==> src/rtl/fft_frame_sequencer_if.sv <==
// Bundle between the frame sequencer and its neighbours: the sample stream,
// the fft_controller load/start/done port and the tagged result stream.
interface fft_frame_sequencer_if #(
  parameter int unsigned N = 64
);
  localparam int unsigned AW = $clog2(N);

  logic signed [15:0] sample_in;
  logic               sample_valid;
  logic               sample_ready;

  logic               fft_reset;
  logic               fft_load;
  logic [AW-1:0]      fft_load_address;
  logic [31:0]        fft_data_in;
  logic               fft_start;
  logic               fft_done;
  logic [31:0]        fft_data_out;

  logic               result_valid;
  logic [31:0]        result_data;
  logic [AW-1:0]      result_index;
  logic               frame_done;
  logic               error;

  modport master (
    input  sample_in, sample_valid, fft_done, fft_data_out,
    output sample_ready, fft_reset, fft_load, fft_load_address, fft_data_in, fft_start,
           result_valid, result_data, result_index, frame_done, error
  );

  modport slave (
    output sample_in, sample_valid, fft_done, fft_data_out,
    input  sample_ready, fft_reset, fft_load, fft_load_address, fft_data_in, fft_start,
           result_valid, result_data, result_index, frame_done, error
  );
endinterface

==> src/rtl/fft_frame_sequencer.sv <==
// Packs N samples into fft_controller RAM, starts the transform, waits for done
// and streams the N result words out with bin index tags, then re-arms.
module fft_frame_sequencer #(
  parameter int unsigned N           = 64,
  parameter int unsigned WORD_CYCLES = 4,
  parameter int unsigned OUT_LATENCY = 2,
  parameter int unsigned TIMEOUT     = 4096
) (
  input logic                   clk,
  input logic                   reset_n,
  fft_frame_sequencer_if.master bus
);

  localparam int unsigned AW = $clog2(N);
  localparam int unsigned CW = AW + 1;
  localparam int unsigned PW = $clog2(2 * WORD_CYCLES) + 1;
  localparam int unsigned TW = $clog2(TIMEOUT + 1);
  localparam int unsigned LW = $clog2(OUT_LATENCY + 1);

  typedef enum logic [2:0] {StRst, StLoad, StStart, StWait, StDrain} state_e;

  state_e        state_q, state_d;
  logic [PW-1:0] p_q, p_d;
  logic [CW-1:0] w_q, w_d;
  logic [CW-1:0] r_q, r_d;
  logic [TW-1:0] t_q, t_d;
  logic [LW-1:0] lat_q, lat_d;
  logic          seen_q, seen_d;
  logic          load_q, load_d;
  logic          gap_q, gap_d;
  logic [AW-1:0] addr_q, addr_d;
  logic [31:0]   din_q, din_d;
  logic          res_valid_q, res_valid_d;
  logic [31:0]   res_data_q, res_data_d;
  logic [AW-1:0] res_index_q, res_index_d;
  logic          frame_done_q, frame_done_d;
  logic          error_q, error_d;

  always_comb begin
    state_d      = state_q;
    p_d          = p_q;
    w_d          = w_q;
    r_d          = r_q;
    t_d          = t_q;
    lat_d        = lat_q;
    seen_d       = seen_q;
    load_d       = load_q;
    gap_d        = gap_q;
    addr_d       = addr_q;
    din_d        = din_q;
    res_valid_d  = 1'b0;
    res_data_d   = res_data_q;
    res_index_d  = res_index_q;
    frame_done_d = 1'b0;
    error_d      = error_q;

    unique case (state_q)
      StRst: begin
        if (p_q == PW'(2 * WORD_CYCLES - 1)) begin
          state_d = StLoad;
          p_d     = '0;
          w_d     = '0;
        end else begin
          p_d = p_q + 1'b1;
        end
      end
      StLoad: begin
        if (load_q) begin
          if (p_q == PW'(WORD_CYCLES - 1)) begin
            load_d = 1'b0;
            gap_d  = 1'b1;
            p_d    = '0;
          end else begin
            p_d = p_q + 1'b1;
          end
        end else if (gap_q) begin
          // One idle cycle with load low before the next word may be taken.
          gap_d = 1'b0;
          w_d   = w_q + 1'b1;
          if (w_q == CW'(N - 1)) begin
            state_d = StStart;
            p_d     = '0;
          end
        end else if (bus.sample_valid) begin
          load_d = 1'b1;
          p_d    = '0;
          addr_d = w_q[AW-1:0];
          din_d  = {bus.sample_in, 16'h0000};
        end
      end
      StStart: begin
        if (p_q == PW'(WORD_CYCLES - 1)) begin
          state_d = StWait;
          p_d     = '0;
          t_d     = '0;
          lat_d   = '0;
          seen_d  = 1'b0;
        end else begin
          p_d = p_q + 1'b1;
        end
      end
      StWait: begin
        if (seen_q || bus.fft_done) begin
          if (lat_q == LW'(OUT_LATENCY - 1)) begin
            state_d = StDrain;
            p_d     = '0;
            r_d     = '0;
          end else begin
            seen_d = 1'b1;
            lat_d  = lat_q + 1'b1;
          end
        end else if (t_q == TW'(TIMEOUT - 1)) begin
          error_d = 1'b1;
          state_d = StRst;
          p_d     = '0;
        end else begin
          t_d = t_q + 1'b1;
        end
      end
      StDrain: begin
        if (p_q == '0) begin
          res_valid_d  = 1'b1;
          res_data_d   = bus.fft_data_out;
          res_index_d  = r_q[AW-1:0];
          frame_done_d = (r_q == CW'(N - 1));
          r_d          = r_q + 1'b1;
        end
        // Finish the full slot of the last word so strobes stay evenly paced.
        if (p_q == PW'(WORD_CYCLES - 1)) begin
          p_d = '0;
          if (r_d == CW'(N)) begin
            state_d = StRst;
          end
        end else begin
          p_d = p_q + 1'b1;
        end
      end
      default: begin
        state_d = StRst;
        p_d     = '0;
      end
    endcase
  end

  always_ff @(posedge clk or negedge reset_n) begin
    if (!reset_n) begin
      state_q      <= StRst;
      p_q          <= '0;
      w_q          <= '0;
      r_q          <= '0;
      t_q          <= '0;
      lat_q        <= '0;
      seen_q       <= 1'b0;
      load_q       <= 1'b0;
      gap_q        <= 1'b0;
      addr_q       <= '0;
      din_q        <= '0;
      res_valid_q  <= 1'b0;
      res_data_q   <= '0;
      res_index_q  <= '0;
      frame_done_q <= 1'b0;
      error_q      <= 1'b0;
    end else begin
      state_q      <= state_d;
      p_q          <= p_d;
      w_q          <= w_d;
      r_q          <= r_d;
      t_q          <= t_d;
      lat_q        <= lat_d;
      seen_q       <= seen_d;
      load_q       <= load_d;
      gap_q        <= gap_d;
      addr_q       <= addr_d;
      din_q        <= din_d;
      res_valid_q  <= res_valid_d;
      res_data_q   <= res_data_d;
      res_index_q  <= res_index_d;
      frame_done_q <= frame_done_d;
      error_q      <= error_d;
    end
  end

  assign bus.fft_reset        = (state_q == StRst);
  assign bus.sample_ready     = (state_q == StLoad) && !load_q && !gap_q;
  assign bus.fft_start        = (state_q == StStart);
  assign bus.fft_load         = load_q;
  assign bus.fft_load_address = addr_q;
  assign bus.fft_data_in      = din_q;
  assign bus.result_valid     = res_valid_q;
  assign bus.result_data      = res_data_q;
  assign bus.result_index     = res_index_q;
  assign bus.frame_done       = frame_done_q;
  assign bus.error            = error_q;

endmodule

==> src/flat_wrapper.sv <==
// flat-port wrapper written by rule: the top's interface ports become plain ports
module fft_frame_sequencer_flat 
#(
  parameter int unsigned N           = 64,
  parameter int unsigned WORD_CYCLES = 4,
  parameter int unsigned OUT_LATENCY = 2,
  parameter int unsigned TIMEOUT     = 4096
)
  (clk, reset_n, bus_sample_in, bus_sample_valid, bus_fft_done, bus_fft_data_out, bus_sample_ready, bus_fft_reset, bus_fft_load, bus_fft_load_address, bus_fft_data_in, bus_fft_start, bus_result_valid, bus_result_data, bus_result_index, bus_frame_done, bus_error);
  fft_frame_sequencer_if #(.N(N)) bus_i ();
  input logic clk;
  input logic reset_n;
  input wire logic [$bits(bus_i.sample_in)-1:0] bus_sample_in;
  input wire logic [$bits(bus_i.sample_valid)-1:0] bus_sample_valid;
  input wire logic [$bits(bus_i.fft_done)-1:0] bus_fft_done;
  input wire logic [$bits(bus_i.fft_data_out)-1:0] bus_fft_data_out;
  output wire logic [$bits(bus_i.sample_ready)-1:0] bus_sample_ready;
  output wire logic [$bits(bus_i.fft_reset)-1:0] bus_fft_reset;
  output wire logic [$bits(bus_i.fft_load)-1:0] bus_fft_load;
  output wire logic [$bits(bus_i.fft_load_address)-1:0] bus_fft_load_address;
  output wire logic [$bits(bus_i.fft_data_in)-1:0] bus_fft_data_in;
  output wire logic [$bits(bus_i.fft_start)-1:0] bus_fft_start;
  output wire logic [$bits(bus_i.result_valid)-1:0] bus_result_valid;
  output wire logic [$bits(bus_i.result_data)-1:0] bus_result_data;
  output wire logic [$bits(bus_i.result_index)-1:0] bus_result_index;
  output wire logic [$bits(bus_i.frame_done)-1:0] bus_frame_done;
  output wire logic [$bits(bus_i.error)-1:0] bus_error;
  assign bus_i.sample_in = bus_sample_in;
  assign bus_i.sample_valid = bus_sample_valid;
  assign bus_i.fft_done = bus_fft_done;
  assign bus_i.fft_data_out = bus_fft_data_out;
  assign bus_sample_ready = bus_i.sample_ready;
  assign bus_fft_reset = bus_i.fft_reset;
  assign bus_fft_load = bus_i.fft_load;
  assign bus_fft_load_address = bus_i.fft_load_address;
  assign bus_fft_data_in = bus_i.fft_data_in;
  assign bus_fft_start = bus_i.fft_start;
  assign bus_result_valid = bus_i.result_valid;
  assign bus_result_data = bus_i.result_data;
  assign bus_result_index = bus_i.result_index;
  assign bus_frame_done = bus_i.frame_done;
  assign bus_error = bus_i.error;
  fft_frame_sequencer #(.N(N), .WORD_CYCLES(WORD_CYCLES), .OUT_LATENCY(OUT_LATENCY), .TIMEOUT(TIMEOUT)) u_core (.clk(clk), .reset_n(reset_n), .bus(bus_i));
endmodule
==> config.mk <==
export PLATFORM = sky130hd
export DESIGN_NAME = fft_frame_sequencer_flat
export DESIGN_NICKNAME = d
export VERILOG_FILES = /design/src/rtl/fft_frame_sequencer_if.sv /design/src/rtl/fft_frame_sequencer.sv /design/src/flat_wrapper.sv
export SDC_FILE = /design/constraint.sdc
export NUM_CORES = 1
export LEC_CHECK = 0
export ABC_AREA = 1
export CAP_MARGIN = 20
export CORE_MARGIN = 4
export CORE_UTILIZATION = 52
export CTS_CLUSTER_SIZE = 40
export DETAILED_ROUTE_END_ITERATION = 12
export PLACE_DENSITY = 0.88
export SYNTH_ARGS = -nofsm -noshare
export SYNTH_HDL_FRONTEND = slang
export SYNTH_SLANG_ARGS = --single-unit
==> constraint.sdc <==
create_clock -name clk -period 4.9 [get_ports clk]
set_input_delay 0.98 -clock clk [delete_from_list [all_inputs] [get_ports clk]]
set_output_delay 0.98 -clock clk [all_outputs]
set_load 0.03 [all_outputs]
======== Word-level counts from Yosys, hierarchy flattened ========
Index checks and enable logic that the tools add are counted.
word-level totals
  memories ................................ 0
  word-level logic and storage cells ...... 125
  bits in latches ......................... 0
  output and inout bits ................... 83
  bits in writable memories ............... 0
  flip-flop bits (word level) ............. 102
  memory bits (read-only) ................. 0
  input port bits ......................... 52
operators by class
  mux-type cells .......................... 52
  reduce and logical (&&, ||, !) cells .... 21
  multiply operators ...................... 0
  magnitude comparators ................... 0
  divide/modulo/power cells ............... 0
  equality and inequality tests ........... 28
  bitwise gates (word level) .............. 3
  shift operators ......................... 0
  add/sub/neg operators ................... 5
operators by type and width
  operator                                               number
  two-way mux 7 bit                                      7
  two-way mux 13 bit                                     3
  two-way mux 4 bit                                      9
  two-way mux 3 bit                                      10
  one-hot mux 7 bit (2 select lines)                     2
  one-hot mux 13 bit (2 select lines)                    1
  AND reduction 4 bit                                    5
  inequality test 2 x 1 -> 1 bit, second input constant  8
  one-hot mux 4 bit (4 select lines)                     1
  one-hot mux 3 bit (5 select lines)                     1
  adder 7 x 1 -> 7 bit, second input constant            2
  == test 7 x 6 -> 1 bit, second input constant          2
  adder 13 x 1 -> 13 bit, second input constant          1
  == test 13 x 12 -> 1 bit, second input constant        1
  two-way mux 1 bit                                      13
  inequality test 2 bit, second input constant           5
  AND reduction 9 bit                                    1
  == test 7 bit, second input constant                   1
  == test 3 x 2 -> 1 bit, second input constant          2
  two-way mux 2 bit                                      3
  AND reduction 3 bit                                    2
  nonzero test 2 bit                                     3
  adder 4 x 1 -> 4 bit, second input constant            1
  == test 4 x 2 -> 1 bit, second input constant          1
  other kinds (19)                                       24

======== Depth between registers and ports, before layout ========
  depth in word-level cells ............... 7
  depth in mapped cells ................... 14
  gate-level depth less buffers ........... 14

======== Worst setup path after synthesis ========
No wires, ideal clock.
  path kind ............................... flip-flop to output port
  start ................................... register u_core.state_q[2]
  end ..................................... output port bus_sample_ready
  required time ........................... 3.920 ns
  data arrival time ....................... 1.133 ns
  cell stages (with the launch flop) ...... 4
  path slack .............................. 2.787 ns
  buffers on the path ..................... 0
  cell sequence ........................... dfrtp_1 > inv_1 > nand3_4 > nor3_2
between the ends
  longest elaborated chain between the ends .. 3
ends and longest elaborated chain
  what                             line                        text
  from (decl)                      fft_frame_sequencer.sv:22   state_e state_q, state_d;
  from (signal assigned)           fft_frame_sequencer.sv:147  state_q <= StRst;
  from (signal assigned)           fft_frame_sequencer.sv:164  state_q <= state_d;
  == test 3 x 1 -> 1 bit           fft_frame_sequencer.sv:184  assign bus.sample_ready = (state_q == StLoad) && !load_q && !gap_q;
  logical AND 1 bit (2 in series)  fft_frame_sequencer.sv:184
  to (decl)                        flat_wrapper.sv:17          output wire logic [$bits(bus_i.sample_ready)-1:0] bus_sample_ready;
No other way between the ends.

======== Worst setup path after layout ========
Ends and elaborated chain as after synthesis.

==> results.rst <==
.. list-table::
   :header-rows: 1

   * - Metric
     - Value
   * - Outcome
     - completed
   * - Cell family with most CP delay
     - buffers and inverters
   * - Die boundary height
     - 104 µm
   * - TritonCTS clock tree
     - built
   * - Floorplan die width
     - 104 µm
   * - Fraction of the cycle the final worst path needs
     - 0.617
   * - Element type at the critical path end
     - output pin
   * - Number of instances resized during post-cts repair
     - 0
   * - Root Buffer Master
     - clkbuf_8
   * - Cell leakage power
     - 0.00306 µW
   * - Total routing usage reported by global routing
     - 0.209
   * - Highest-count cells in the layout ignoring fill and taps
     - nand2_1, clkdlybuf4s50_1, dfrtp_1
   * - Num ports
     - 135
   * - Count of routing violations after the opening detailed-route iteration
     - 120
   * - Kind of path behind the tightest hold check
     - reg -> reg
   * - Class of the most critical setup path
     - reg -> out
   * - H-Tree Level Count
     - 3
   * - Setup repair after global routing missed its margin
     - no
   * - Yosys cell types
     - 36
   * - Maximum root-to-sink buffer count
     - 2
   * - Worst ir drop on vdd
     - 130 µV
   * - Critical Path Source Type
     - flop
   * - Area post-placement
     - 6040 µm²
   * - Sequential fraction of the synthesis area
     - 0.528
   * - Avg Synthesized Cell Area
     - 8.72 µm²
   * - Largest cells by area after synthesis
     - dfrtp_1, nand2_1, mux2_1, inv_1, nor2_1
   * - Clock Latency Late Sink
     - 0.36 ns
   * - Overall routed net length
     - 10900 µm
   * - Slew at the pin with the worst max-slew slack
     - 1.07 ns
   * - Number of hold buffers added after cts
     - 0
   * - Power density over the cells
     - 237 nW/µm²
   * - Starting utilization of the core area
     - 0.544
   * - Largest stage delay, worst path
     - 0.72 ns
   * - Buffers & Inverters on Critical Path
     - 2
   * - Routed length on met3
     - 618 µm
   * - Count of inserted antenna diode cells
     - 0
   * - Number of enable-type register cells in the synthesized netlist
     - 0
   * - Fillers
     - 656
   * - Clock Skew
     - 0.0105 ns
   * - HPWL after detailed placement
     - 8120 µm
   * - Synthesized cell area
     - 4830 µm²
   * - Biggest area consumer among synthesized cells
     - dfrtp_1
   * - #FFs+latches synth
     - 102
   * - Maximum clock rate
     - 331 MHz
   * - Placement row count
     - 34
   * - Via count of the first global-routing pass
     - 3968
   * - Accumulated negative setup slack
     - 0 ns
   * - Number of nets with antenna violations after detailed routing
     - 0
   * - Routed length on met1
     - 4730 µm
   * - Max cap viols
     - 0
   * - Worst EP required
     - 3.92 ns
   * - Routability Congestion
     - 0.853
   * - First-pass iteration count of the detailed router
     - 5
   * - Vias per cell
     - 5.09
   * - Core region area
     - 8890 µm²
   * - Post-CTS setup buffers
     - 0
   * - Antenna violations before repair
     - 0
   * - Growth of design area from synthesis to finish
     - 28.3%
   * - Total number of yosys warnings
     - 0
   * - Share of final-layout standard cells stronger than drive strength 1
     - 0.0769
   * - Number of vias after detailed routing
     - 3992
   * - Worst max-slew margin expressed relative to the limit
     - 0.282
   * - Endpoints failing hold
     - 0
   * - Highest metal used
     - met4
   * - Number of clock sinks seen by CTS
     - 102
   * - Post-route insts no fill
     - 784
   * - Slowest stage cell on the critical path
     - clkdlybuf4s50_1
   * - Most common library cell in the layout ignoring fill and taps
     - nand2_1
   * - Largest net degree at the start of global routing
     - 57
   * - Buffers on Ports
     - 118
   * - # setup viols final
     - 0
   * - Final routed wire length divided by cell count
     - 13.9 µm
   * - Fin area
     - 6200 µm²
   * - Detailed-route DRC error count
     - 0
   * - Total number of nets in the final design
     - 730
   * - Maximum fanout along the worst path
     - 8
   * - Flip-flop cell with the highest count after synthesis
     - dfrtp_1
   * - Met2 wire length
     - 5330 µm
   * - Total power draw
     - 1470 µW
   * - Chain of cells forming the critical path
     - inv_1 > nand3_4 > nor3_2 > clkdlybuf4s50_1
   * - Area of the die
     - 10900 µm²
   * - Placed cell count
     - 769
   * - Critical path arrival
     - 2.04 ns
   * - Tmin final
     - 3.02 ns
   * - Overflow left after global routing
     - 0
   * - Area share of the largest cell type after synthesis
     - 0.528
   * - Final slew viol count
     - 0
   * - Number of buffers inserted during clock tree synthesis
     - 9
   * - Fraction of registers with async set/reset
     - 1.00
   * - Clock transition at the register clock pins on the worst setup and hold paths after CTS
     - 0.08 ns
   * - Gate count of the mapped netlist
     - 554
   * - Global-route wire length before repair
     - 18800 µm
[report_power, final]
part,switching (µW),leakage [µW],internal (µW)
clock,276,0.0000800,186
sequential,7.55,0.00132,855
combinational,80.8,0.00167,64.8
total,364,0.00306,1110
[tightest hold or removal path, stage by stage (launching register included)]
cell and delay (ns):
dfrtp_1 0.35, nand2_1 0.05, nand2_1 0.05
[final timing paths]
check | cells past startpoint | end | from | slack, ns
min reg2reg | 2 | u_core.bus.result_data[22] | u_core.bus.result_data[22] | 0.48
min in group asynchronous | 1 | u_core.bus.result_data[13] | reset_n | 0.64
max reg2reg | 6 | u_core.bus.result_index[1] | u_core.state_q[1] | 2.41
min | 2 | u_core.bus.result_data[22] | u_core.bus.result_data[22] | 0.48
max in group asynchronous | 2 | u_core.bus.result_data[1] | reset_n | 3.18
max | 4 | bus_sample_ready | u_core.state_q[2] | 1.88
[metrics by stage]
step	setup WS [ns]	hold slack (ns)	utilization
floorplan	2.79	0.443	-
global placement	2.20	0.452	0.679
detailed placement	2.12	0.459	0.679
CTS	1.87	0.482	0.697
global route	1.76	0.495	0.697
finish	1.88	0.479	0.697
[metal layers]
metal / global-route usage / vias to the layer above
li1: - / 1948
met1: 0.265 / 1898
met2: 0.353 / 131
met3: 0.0391 / 15
met4: 0.0836 / 0
met5: 0 / -
[cells in the mapped netlist (4+ instances only)]
cell	count
buf_4	16
a21oi_1	11
nor2_4	4
nor3_1	6
dfrtp_1	102
mux2_1	16
nor2_2	5
buf_2	5
nand4_1	4
xor2_1	7
inv_1	44
o21ai_0	20
o21ai_1	15
ha_1	6
nor2_1	39
inv_2	11
clkbuf_1	4
nand2_1	187
nand3_1	23
[state kept, by name, indices dropped and copies added, names as in the netlist, 4 cells and up]
name and flops:
u_core.w_q 7, u_core.bus.result_data 32, u_core.p_q 4, u_core.r_q 7, u_core.bus.fft_load_address 6, u_core.t_q 13
u_core.bus.result_index 6, u_core.bus.fft_data_in 16
[final cells by class]
cell class	count	area (µm²)	area share
Sequential cell	102	2550	0.412
Multi-Input combinational cell	385	1960	0.315
Timing Repair Buffer	119	1190	0.191
Inverter	55	206	0.0333
Tap cell	108	135	0.0218
Clock buffer	11	131	0.0212
Clock inverter	4	33.8	0.00545
[cells by family (layout without fill, tap and decap cells)]
| kind of cell | Yosys count | in the layout | synth area share |
|---|---|---|---|
| adders and majority gates | 6 | 6 | 0.0155 |
| muxes | 17 | 17 | 0.0396 |
| other | 1 | 16 | 0.000776 |
| DFF | 102 | 102 | 0.528 |
| and+or+nand+nor | 284 | 284 | 0.262 |
| xor gates and xnor gates | 7 | 7 | 0.0127 |
| buffers and inverters | 82 | 189 | 0.0790 |
| AOI/OAI and AO/OA | 55 | 55 | 0.0624 |
Power figures use the tool's default switching activity.
